File: src/rtl/uart_pkg.sv
// Shared definitions for the UART transmit arbiter.
// State encoding, requester indices and default sizing.
package uart_pkg;

    typedef enum logic [2:0] {
        ST_IDLE,
        ST_LOAD,
        ST_START,
        ST_WAIT_ACK,
        ST_WAIT_DONE
    } state_t;

    localparam int REQ_ZXUNO = 0;
    localparam int REQ_AUX   = 1;

    localparam int FIFO_AW_DEF     = 4;
    localparam int AFULL_LVL_DEF   = 12;
    localparam int ACK_TIMEOUT_DEF = 4;

    // Almost-full compare against a FIFO occupancy count.
    function automatic logic is_afull(input int count, input int lvl);
        return count >= lvl;
    endfunction

endpackage

File: src/rtl/uart_tx_arbiter_fifo.sv
// Generic synchronous FIFO with registered read data.
// Read data appears the cycle after a successful rd.
module uart_tx_arbiter_fifo #(
    parameter int ADDR_WIDTH = 4,
    parameter int DATA_WIDTH = 8
) (
    input  logic                  clk,
    input  logic                  reset,
    input  logic                  wr,
    input  logic [DATA_WIDTH-1:0] din,
    input  logic                  rd,
    output logic [DATA_WIDTH-1:0] dout,
    output logic                  full,
    output logic                  empty,
    output logic [ADDR_WIDTH:0]   data_count
);

    localparam int DEPTH = 1 << ADDR_WIDTH;

    logic [DATA_WIDTH-1:0] mem [DEPTH];
    logic [ADDR_WIDTH-1:0] wptr;
    logic [ADDR_WIDTH-1:0] rptr;
    logic                  push;
    logic                  pop;

    assign full  = (data_count == (ADDR_WIDTH+1)'(DEPTH));
    assign empty = (data_count == '0);
    assign push  = wr & ~full;
    assign pop   = rd & ~empty;

    // Storage array; contents need no reset.
    always_ff @(posedge clk) begin
        if (push) begin
            mem[wptr] <= din;
        end
    end

    // Pointers and occupancy; simultaneous push and pop keep the count.
    always_ff @(posedge clk) begin
        if (reset) begin
            wptr       <= '0;
            rptr       <= '0;
            data_count <= '0;
        end else begin
            if (push) begin
                wptr <= wptr + 1'b1;
            end
            if (pop) begin
                rptr <= rptr + 1'b1;
            end
            if (push && !pop) begin
                data_count <= data_count + 1'b1;
            end else if (pop && !push) begin
                data_count <= data_count - 1'b1;
            end
        end
    end

    // Registered read port.
    always_ff @(posedge clk) begin
        if (reset) begin
            dout <= '0;
        end else if (pop) begin
            dout <= mem[rptr];
        end
    end

endmodule

File: src/rtl/uart_tx_arbiter.sv
// Round-robin arbiter sharing one UART transmitter between two
// byte sources, each with its own FIFO, gated by remote CTS.
module uart_tx_arbiter
    import uart_pkg::*;
#(
    parameter int FIFO_AW     = FIFO_AW_DEF,
    parameter int AFULL_LVL   = AFULL_LVL_DEF,
    parameter int ACK_TIMEOUT = ACK_TIMEOUT_DEF
) (
    input  logic       clk_bus,
    input  logic       reset,
    input  logic [7:0] req0_data,
    input  logic       req0_stb,
    output logic       req0_afull,
    input  logic [7:0] req1_data,
    input  logic       req1_stb,
    output logic       req1_afull,
    output logic [1:0] ovf,
    input  logic [1:0] ovf_clr,
    output logic [7:0] tx_data,
    output logic       tx_start,
    input  logic       tx_busy,
    input  logic       cts_n,
    output logic       grant_id,
    output logic       active
);

    localparam int ACK_W = $clog2(ACK_TIMEOUT + 1);

    state_t             state;
    state_t             state_next;
    logic               grant_next;
    logic               pick;
    logic [1:0]         fifo_rd;
    logic [1:0]         full;
    logic [1:0]         empty;
    logic [1:0]         avail;
    logic [7:0]         dout0;
    logic [7:0]         dout1;
    logic [FIFO_AW:0]   count0;
    logic [FIFO_AW:0]   count1;
    logic [ACK_W-1:0]   ack_cnt;
    logic               ack_expired;

    uart_tx_arbiter_fifo #(
        .ADDR_WIDTH (FIFO_AW),
        .DATA_WIDTH (8)
    ) u_fifo0 (
        .clk        (clk_bus),
        .reset      (reset),
        .wr         (req0_stb),
        .din        (req0_data),
        .rd         (fifo_rd[REQ_ZXUNO]),
        .dout       (dout0),
        .full       (full[REQ_ZXUNO]),
        .empty      (empty[REQ_ZXUNO]),
        .data_count (count0)
    );

    uart_tx_arbiter_fifo #(
        .ADDR_WIDTH (FIFO_AW),
        .DATA_WIDTH (8)
    ) u_fifo1 (
        .clk        (clk_bus),
        .reset      (reset),
        .wr         (req1_stb),
        .din        (req1_data),
        .rd         (fifo_rd[REQ_AUX]),
        .dout       (dout1),
        .full       (full[REQ_AUX]),
        .empty      (empty[REQ_AUX]),
        .data_count (count1)
    );

    assign avail       = ~empty;
    assign req0_afull  = is_afull(int'(count0), AFULL_LVL);
    assign req1_afull  = is_afull(int'(count1), AFULL_LVL);
    assign tx_start    = (state == ST_START);
    assign active      = (state != ST_IDLE);
    assign ack_expired = (ack_cnt == ACK_W'(ACK_TIMEOUT - 1));

    // State and grant owner registers.
    always_ff @(posedge clk_bus) begin
        if (reset) begin
            state    <= ST_IDLE;
            grant_id <= 1'b1;
        end else begin
            state    <= state_next;
            grant_id <= grant_next;
        end
    end

    // Next-state logic, round-robin pick and FIFO read strobes.
    always_comb begin
        state_next = state;
        grant_next = grant_id;
        fifo_rd    = 2'b00;
        pick       = grant_id;
        unique case (state)
            ST_IDLE: begin
                if (!cts_n && !tx_busy && (avail != 2'b00)) begin
                    if (avail == 2'b11) begin
                        pick = ~grant_id;
                    end else begin
                        pick = avail[REQ_AUX];
                    end
                    fifo_rd[pick] = 1'b1;
                    grant_next    = pick;
                    state_next    = ST_LOAD;
                end
            end
            ST_LOAD: begin
                state_next = ST_START;
            end
            ST_START: begin
                state_next = ST_WAIT_ACK;
            end
            ST_WAIT_ACK: begin
                if (tx_busy) begin
                    state_next = ST_WAIT_DONE;
                end else if (ack_expired) begin
                    state_next = ST_IDLE;
                end
            end
            ST_WAIT_DONE: begin
                if (!tx_busy) begin
                    state_next = ST_IDLE;
                end
            end
            default: begin
                state_next = ST_IDLE;
            end
        endcase
    end

    // Cycles spent waiting for the transmitter to acknowledge.
    always_ff @(posedge clk_bus) begin
        if (reset || state != ST_WAIT_ACK) begin
            ack_cnt <= '0;
        end else begin
            ack_cnt <= ack_cnt + 1'b1;
        end
    end

    // Output byte is captured from the granted FIFO and held.
    always_ff @(posedge clk_bus) begin
        if (reset) begin
            tx_data <= 8'h00;
        end else if (state == ST_LOAD) begin
            tx_data <= grant_id ? dout1 : dout0;
        end
    end

    // Sticky overflow flags; a new overflow beats a same-cycle clear.
    always_ff @(posedge clk_bus) begin
        if (reset) begin
            ovf <= 2'b00;
        end else begin
            ovf <= (ovf & ~ovf_clr) |
                   {req1_stb & full[REQ_AUX], req0_stb & full[REQ_ZXUNO]};
        end
    end

endmodule

File: config.mk
export PLATFORM = sky130hd
export DESIGN_NAME = uart_tx_arbiter
export DESIGN_NICKNAME = d
export VERILOG_FILES = /design/src/rtl/uart_pkg.sv /design/src/rtl/uart_tx_arbiter_fifo.sv /design/src/rtl/uart_tx_arbiter.sv
export SDC_FILE = /design/constraint.sdc
export NUM_CORES = 1
export LEC_CHECK = 0
export BUFFER_PORTS_ARGS = -buffer_cell sky130_fd_sc_hd__buf_2
export CORE_ASPECT_RATIO = 1.1
export CORE_MARGIN = 5
export CORE_UTILIZATION = 55
export DETAILED_ROUTE_END_ITERATION = 12
export PLACE_DENSITY = 0.75
export REMOVE_ABC_BUFFERS = 1
export SLEW_MARGIN = 20
export SYNTH_ARGS = -nofsm -noshare
export SYNTH_HDL_FRONTEND = slang
export SYNTH_SLANG_ARGS = --single-unit
File: constraint.sdc
create_clock -name clk_bus -period 3 [get_ports clk_bus]
set_clock_uncertainty 0.1 [all_clocks]
set_input_delay 0.15 -clock clk_bus [delete_from_list [all_inputs] [get_ports clk_bus]]
set_output_delay 0.15 -clock clk_bus [all_outputs]
set_load 0.05 [all_outputs]
* Word-level counts from Yosys, hierarchy flattened *
Memories as Yosys holds them, arrays and structs flattened. A register that Yosys moved wholly into a read port is not among the register bits.
Index checks and enable logic that the tools add are counted.

operators by class
  mux-type cells = 21
  $add $sub $neg = 9
  equal/unequal tests = 12
  bitwise operators = 15
  $lt $le $gt $ge = 4
  reductions and logical operators = 23

operators with widths
  operator             number
  $mux 5               4
  $add 4x1->4 const B  4
  $pmux 3 s5           1
  $mux 3               4
  $add 5x1->5 const B  2
  $eq 5x5->1 const B   2
  $ge 5x4->1 const B   2
  $logic_not 5->1      2
  $sub 5x1->5 const B  2
  $eq 3x2->1 const B   3
  $mux 1               8
  $mux 8               1
  $logic_and 1x1->1    7
  $and 1x1->1          6
  $logic_not 1->1      6
  $reduce_bool 2->1    3
  $not 1->1            5
  $mux 2               2
  $ne 2x2->1 const B   2
  $not 2->2            2
  $add 3x1->3 const B  1
  $eq 3x1->1 const B   1
  $eq 3x3->1 const B   1
  $logic_not 3->1      1
  other kinds (12)     12

word-level totals
  register bits = 43
  word-level logic and storage cells = 97
  bits in writable memories = 256
  memories kept = 2
  output and inout bits = 15
  input bits = 24

memories
  memory       depth  width  rd ports  clocked after Yosys merged registers in  wr ports  line                        RTL
  u_fifo0.mem  16     8      1         1                                        1         uart_tx_arbiter_fifo.sv:20  logic [DATA_WIDTH-1:0] mem [DEPTH];
  u_fifo1.mem  16     8      1         1                                        1         uart_tx_arbiter_fifo.sv:20

* Logic depth before layout (Yosys ltp) *
  word-level depth = 16
  gate-level depth with buffers = 14
  mapped depth without buffers = 12

* Hierarchy *
From an unflattened synthesis, not the netlist that was laid out.

unflattened totals
  cell total of the unflattened synthesis = 795
  area total of the unflattened synthesis = 12,653.4 µm²

modules (own cells, without submodules)
  module                cells each  area each (µm²)  seq. area each (µm²)  times used
  uart_tx_arbiter_fifo  356         5,935.7          4,264.1               2
  uart_tx_arbiter       83          782.0            340.3                 1

* Least setup slack after synthesis *
No wires, ideal clock.

  path kind = flip-flop to flip-flop
  start = register u_fifo0.data_count[0]
  end = register u_fifo0.data_count[4]
  data arrival time = 3.025 ns
  required time = 2.779 ns
  path buffers = 1
  period minus slack after synthesis = 3.246 ns
  slack = -0.246 ns
  cell stages (with the launch flop) = 14
  setup time = 0.121 ns
  cells stage by stage = dfxtp_1 > or4_4 > o211ai_4 > nor2_2 > buf_6 > inv_1 > ha_1 > inv_1 > ha_1 > nor2b_1 > o21a_1 > or3_1 > a21oi_1 > mux2_2

between the ends
  word-level cells in the longest chain between the ends = 16
  elaborated cells on any way between the ends = 29
  classes of those cells = add/sub (2); order compare (2); eq/ne (2); mux (9); bitwise (5); reduce/logical (9)

ends and longest elaborated chain
  what                                                                   line                        RTL
  from (decl)                                                            uart_tx_arbiter_fifo.sv:15  output logic [ADDR_WIDTH:0] data_count
  from (signal assigned)                                                 uart_tx_arbiter_fifo.sv:52  data_count <= data_count + 1'b1;
  from (signal assigned)                                                 uart_tx_arbiter_fifo.sv:54  data_count <= data_count - 1'b1;
  $logic_not 5->1                                                        uart_tx_arbiter_fifo.sv:27  assign empty = (data_count == '0);
  $not 2->2                                                              uart_tx_arbiter.sv:75       assign avail = ~empty;
  $eq 2x2->1                                                             uart_tx_arbiter.sv:102      if (avail == 2'b11) begin
  $mux 1                                                                 uart_tx_arbiter.sv:102
  $mux 1                                                                 uart_tx_arbiter.sv:101      if (!cts_n && !tx_busy && (avail != 2'b00)) begin
  $mux 1                                                                 uart_tx_arbiter.sv:99       unique case (state)
  $lt 1x2->1 (not written as such) / $ge 1x1->1 (equally long branches)  uart_tx_arbiter.sv:107      fifo_rd[pick] = 1'b1;
  $logic_and 1x1->1 (not written as such)                                uart_tx_arbiter.sv:107
  $mux 1 (not written as such)                                           uart_tx_arbiter.sv:107
  $demux 1 s1                                                            uart_tx_arbiter.sv:107
  $mux 2                                                                 uart_tx_arbiter.sv:101
  $mux 2                                                                 uart_tx_arbiter.sv:99
  $and 1x1->1                                                            uart_tx_arbiter_fifo.sv:29  assign pop = rd & ~empty;
  $logic_not 1->1                                                        uart_tx_arbiter_fifo.sv:51  if (push && !pop) begin
  $logic_and 1x1->1                                                      uart_tx_arbiter_fifo.sv:51
  $mux 5 / $reduce_bool 2->1 (equally long branches)                     -

Several ways; a longest one is shown, not always the timed one. The select of a mux whose other input is x is not followed.
A chain may end at the register's enable or synchronous reset.

* Worst setup path after layout *
Same ends and word-level chain as after synthesis.

==> flow_summary.json <==
{
  "p_int_mw": 8.36,
  "gp_congestion": 0.827,
  "critPathArrivalTime_ns": 3.31,
  "vias": 6845,
  "synth_area_leaders": "edfxtp_1 (61%), mux4_2 (11%), dfxtp_1 (9.3%)",
  "seq_area_um2": 8870,
  "rr_startpoint": "u_fifo0.data_count[0]$_SDFFE_PP0P_",
  "critPathMaxStageDelay_ns": 0.56,
  "num_rows": 58,
  "swShare_pct": 26.4,
  "port_buffers": 38,
  "p_sw_mw": 3.00,
  "worst_slack_ns": 0.0360,
  "num-fill-cells": 1530,
  "cts_tree": "built",
  "power_frac_seq_pct": 45.2,
  "p_per_area_nw_per_um2": 773,
  "dp_hpwl_mm": 16.1,
  "core-area_um2": 22800,
  "cts.clk_slew.worst_paths_ns": 0.06,
  "drt_first_pass_iters": 5,
  "die_w_um": 155,
  "whs_ns": 0.336,
  "startpoint_type": "flip-flop",
  "cp_cell_sequence": "or4_4, o211ai_4, nor2_2, inv_1, ha_2, inv_2, ha_4, nor2b_4, o21a_1, or3_1, a21oi_2, mux2_4",
  "synth_most_common_cell": "edfxtp_1",
  "grt_max_degree": 36,
  "drtIter0Drc": 571,
  "synth_top_area_share_pct": 60.8,
  "cts.sinks": 315,
  "htreeDepth": 1,
  "cts_made_buffers": 31,
  "required_ns": 3.35,
  "final_nets": 884,
  "ir_drop_mv": 0.462,
  "synthToLayoutAreaGrowth_pct": 16.2,
  "wl_per_cell_um": 21.7,
  "initial_core_util_pct": 55.5,
  "power.share.clock_pct": 34.1,
  "die-area_um2": 26100,
  "rsz0062_at_grt": "yes",
  "yosysUniqueCellTypes": 50,
  "path_delay_family": "simple AND/OR/NAND/NOR gates",
  "max-cap-violations": 0,
  "synth_commonest_cells": "edfxtp_1 (256), nor2_1 (77), mux4_2 (64), dfxtp_1 (59), a22oi_1 (32)",
  "ys.flop_type": "edfxtp_1",
  "antenna_found_initial": 0,
  "syn_avg_cell_area_um2": 17.1,
  "grtUsageTotal_pct": 19.7,
  "ys_ff_latch": 315,
  "crit_start": "u_fifo0.data_count[0]$_SDFFE_PP0P_",
  "fin_crit_sh_pct": 98.8,
  "die_height_um": 169,
  "min-delay-start": "ack_cnt[0]$_SDFF_PP0_",
  "dp_slack_ns": -0.105,
  "critPathMaxFanout": 2,
  "cts.path.max_buffers": 3,
  "drc": 0,
  "drive_above_1_share_pct": 27.0,
  "syn_inst": 739,
  "first_global_vias": 7151,
  "via_per_inst": 5.89,
  "power_leakage_nw": 4.98,
  "num_io_pins": 39,
  "hold_viol_final": 0,
  "clk_latency_ns": 0.55,
  "grt_first_pass_wirelength_mm": 40.0,
  "synth_warnings": 0,
  "synth_largest_area_cell": "edfxtp_1",
  "async_reset_ff_share_pct": 0,
  "finalCriticalPeriod_ns": 2.96,
  "path_class": "reg2reg",
  "tns_ns": 0,
  "path_buf_inv": 2,
  "wl_mm": 25.2,
  "ant_nets": 0,
  "synth-seq-area-share_pct": 70.1,
  "end_kind": "flip-flop",
  "slew_headroom_pct": 46.1,
  "status": "finished clean",
  "multiInputGateArea_um2": 3560,
  "num_antenna_cells": 0,
  "worstMarginPinSlew_ns": 0.806,
  "slew_viol_final": 0,
  "share_comb_of_total_power_pct": 20.7,
  "grt_remaining_overflow": 0,
  "cts_root_buf": "clkbuf_16",
  "slowest_stage": "or4_4",
  "synth_edf_count": 256,
  "setup_viol": 0,
  "synthesis.area_um2": 12700,
  "hold_class": "reg2reg",
  "fmax_mhz": 337
}
==> worst reg2reg max path, cell delays in order (launching register included) <==
cell	delay, ns
dfxtp_1	0.31
or4_4	0.56
o211ai_4	0.19
nor2_2	0.06
inv_1	0.07
ha_2	0.20
inv_2	0.06
ha_4	0.21
nor2b_4	0.13
o21a_1	0.17
or3_1	0.33
a21oi_2	0.17
mux2_4	0.30
==> registers in the layout, indices dropped and copies added (netlist names) <==
signal	cells
ack_cnt	3
grant_id	1
ovf	2
state	3
tx_data	8
u_fifo0.data_count	5
u_fifo0.dout	8
u_fifo0.mem	128
u_fifo0.rptr	4
u_fifo0.wptr	4
u_fifo1.data_count	5
u_fifo1.dout	8
u_fifo1.mem	128
u_fifo1.rptr	4
u_fifo1.wptr	4
==> metrics by stage <==
| stage | utilization [%] | instance area [um2] | instances | power (mW) |
|---|---|---|---|---|
| after floorplan | - | 12400 | 697 | 6.67 |
| final | 64.5 | 14700 | 1162 | 11.4 |
| after CTS | 64.3 | 14700 | 1162 | 11.4 |
| after global placement | 58.5 | 13300 | 1080 | 7.29 |
| after global routing | 64.5 | 14700 | 1162 | 11.9 |
| after detailed placement | 58.5 | 13300 | 1080 | 7.42 |
==> layout make-up <==
class	count	share of cell area (%)
Clock inverter	25	1.72
Sequential cell	315	60.4
Tap cell	300	2.55
Inverter	13	0.332
Timing Repair Buffer	108	5.46
Multi-Input combinational cell	369	24.3
Clock buffer	32	5.30
==> cell families (layout without fill, tap and decap cells) <==
family / after synthesis / in the layout / share of synthesized area, %
muxes: 86 / 86 / 13.1
buffers and inverters: 55 / 178 / 2.40
DFF: 315 / 315 / 70.1
adders and majority gates: 22 / 22 / 2.29
AOI/OAI and AO/OA: 85 / 85 / 5.03
xor gates and xnor gates: 18 / 18 / 1.31
and+or+nand+nor: 158 / 158 / 5.72
==> layout by cell type (no fill, tap or decap), types with 9 or more instances in the layout <==
cell           netlist  layout
edfxtp_1           256     256
nor2_1              77      77
mux4_2              64      64
dfxtp_1             59      55
buf_4                6      44
buf_2                6      38
a22oi_1             32      32
nand2_1             31      31
clkbuf_16            0      31
dlygate4sd3_1        0      23
mux2i_1             21      21
ha_1                20      16
a21oi_1             17      15
inv_1               13      11
a21o_1              11      11
xnor2_1              9       9
a211oi_1             9       9
clkinv_1             0       9
==> layer usage <==
| metal | vias to the layer above | GRT usage, % | wire length (um) |
|---|---|---|---|
| met5 | - | 0 | 0 |
| met4 | 0 | 5.76 | 675 |
| met3 | 62 | 2.84 | 1560 |
| met2 | 243 | 33.1 | 12800 |
| met1 | 3474 | 27.0 | 10200 |
| li1 | 3066 | - | - |
==> power groups by stage <==
stage,Clock (mW),Sequential [mW],Combinational [mW]
after detailed placement,0,5.22,2.20
final,3.88,5.14,2.35
after global routing,4.14,5.16,2.55
after CTS,3.95,5.13,2.32
after global placement,0,5.20,2.09
after floorplan,0,5.40,1.28
==> path summary, 6_finish.rpt <==
path	cells after the start	to	slack (ns)
setup / recovery	12	u_fifo0.data_count[4]$_SDFFE_PP0P_	0.04
hold / removal	1	ack_cnt[0]$_SDFF_PP0_	0.34
setup reg to reg	12	u_fifo0.data_count[4]$_SDFFE_PP0P_	0.04
hold reg to reg	1	ack_cnt[0]$_SDFF_PP0_	0.34
==> what timing repair did <==
item / CTS / global route
endpoints found under the hold margin: 265 / 0
hold buffers: 23 / 0
setup buffers: 3 / 0
gates resized for setup: 12 / 6
setup endpoints to repair: 2 / 2
pin swaps: 7 / 6
Power figures use the tool's default switching activity.
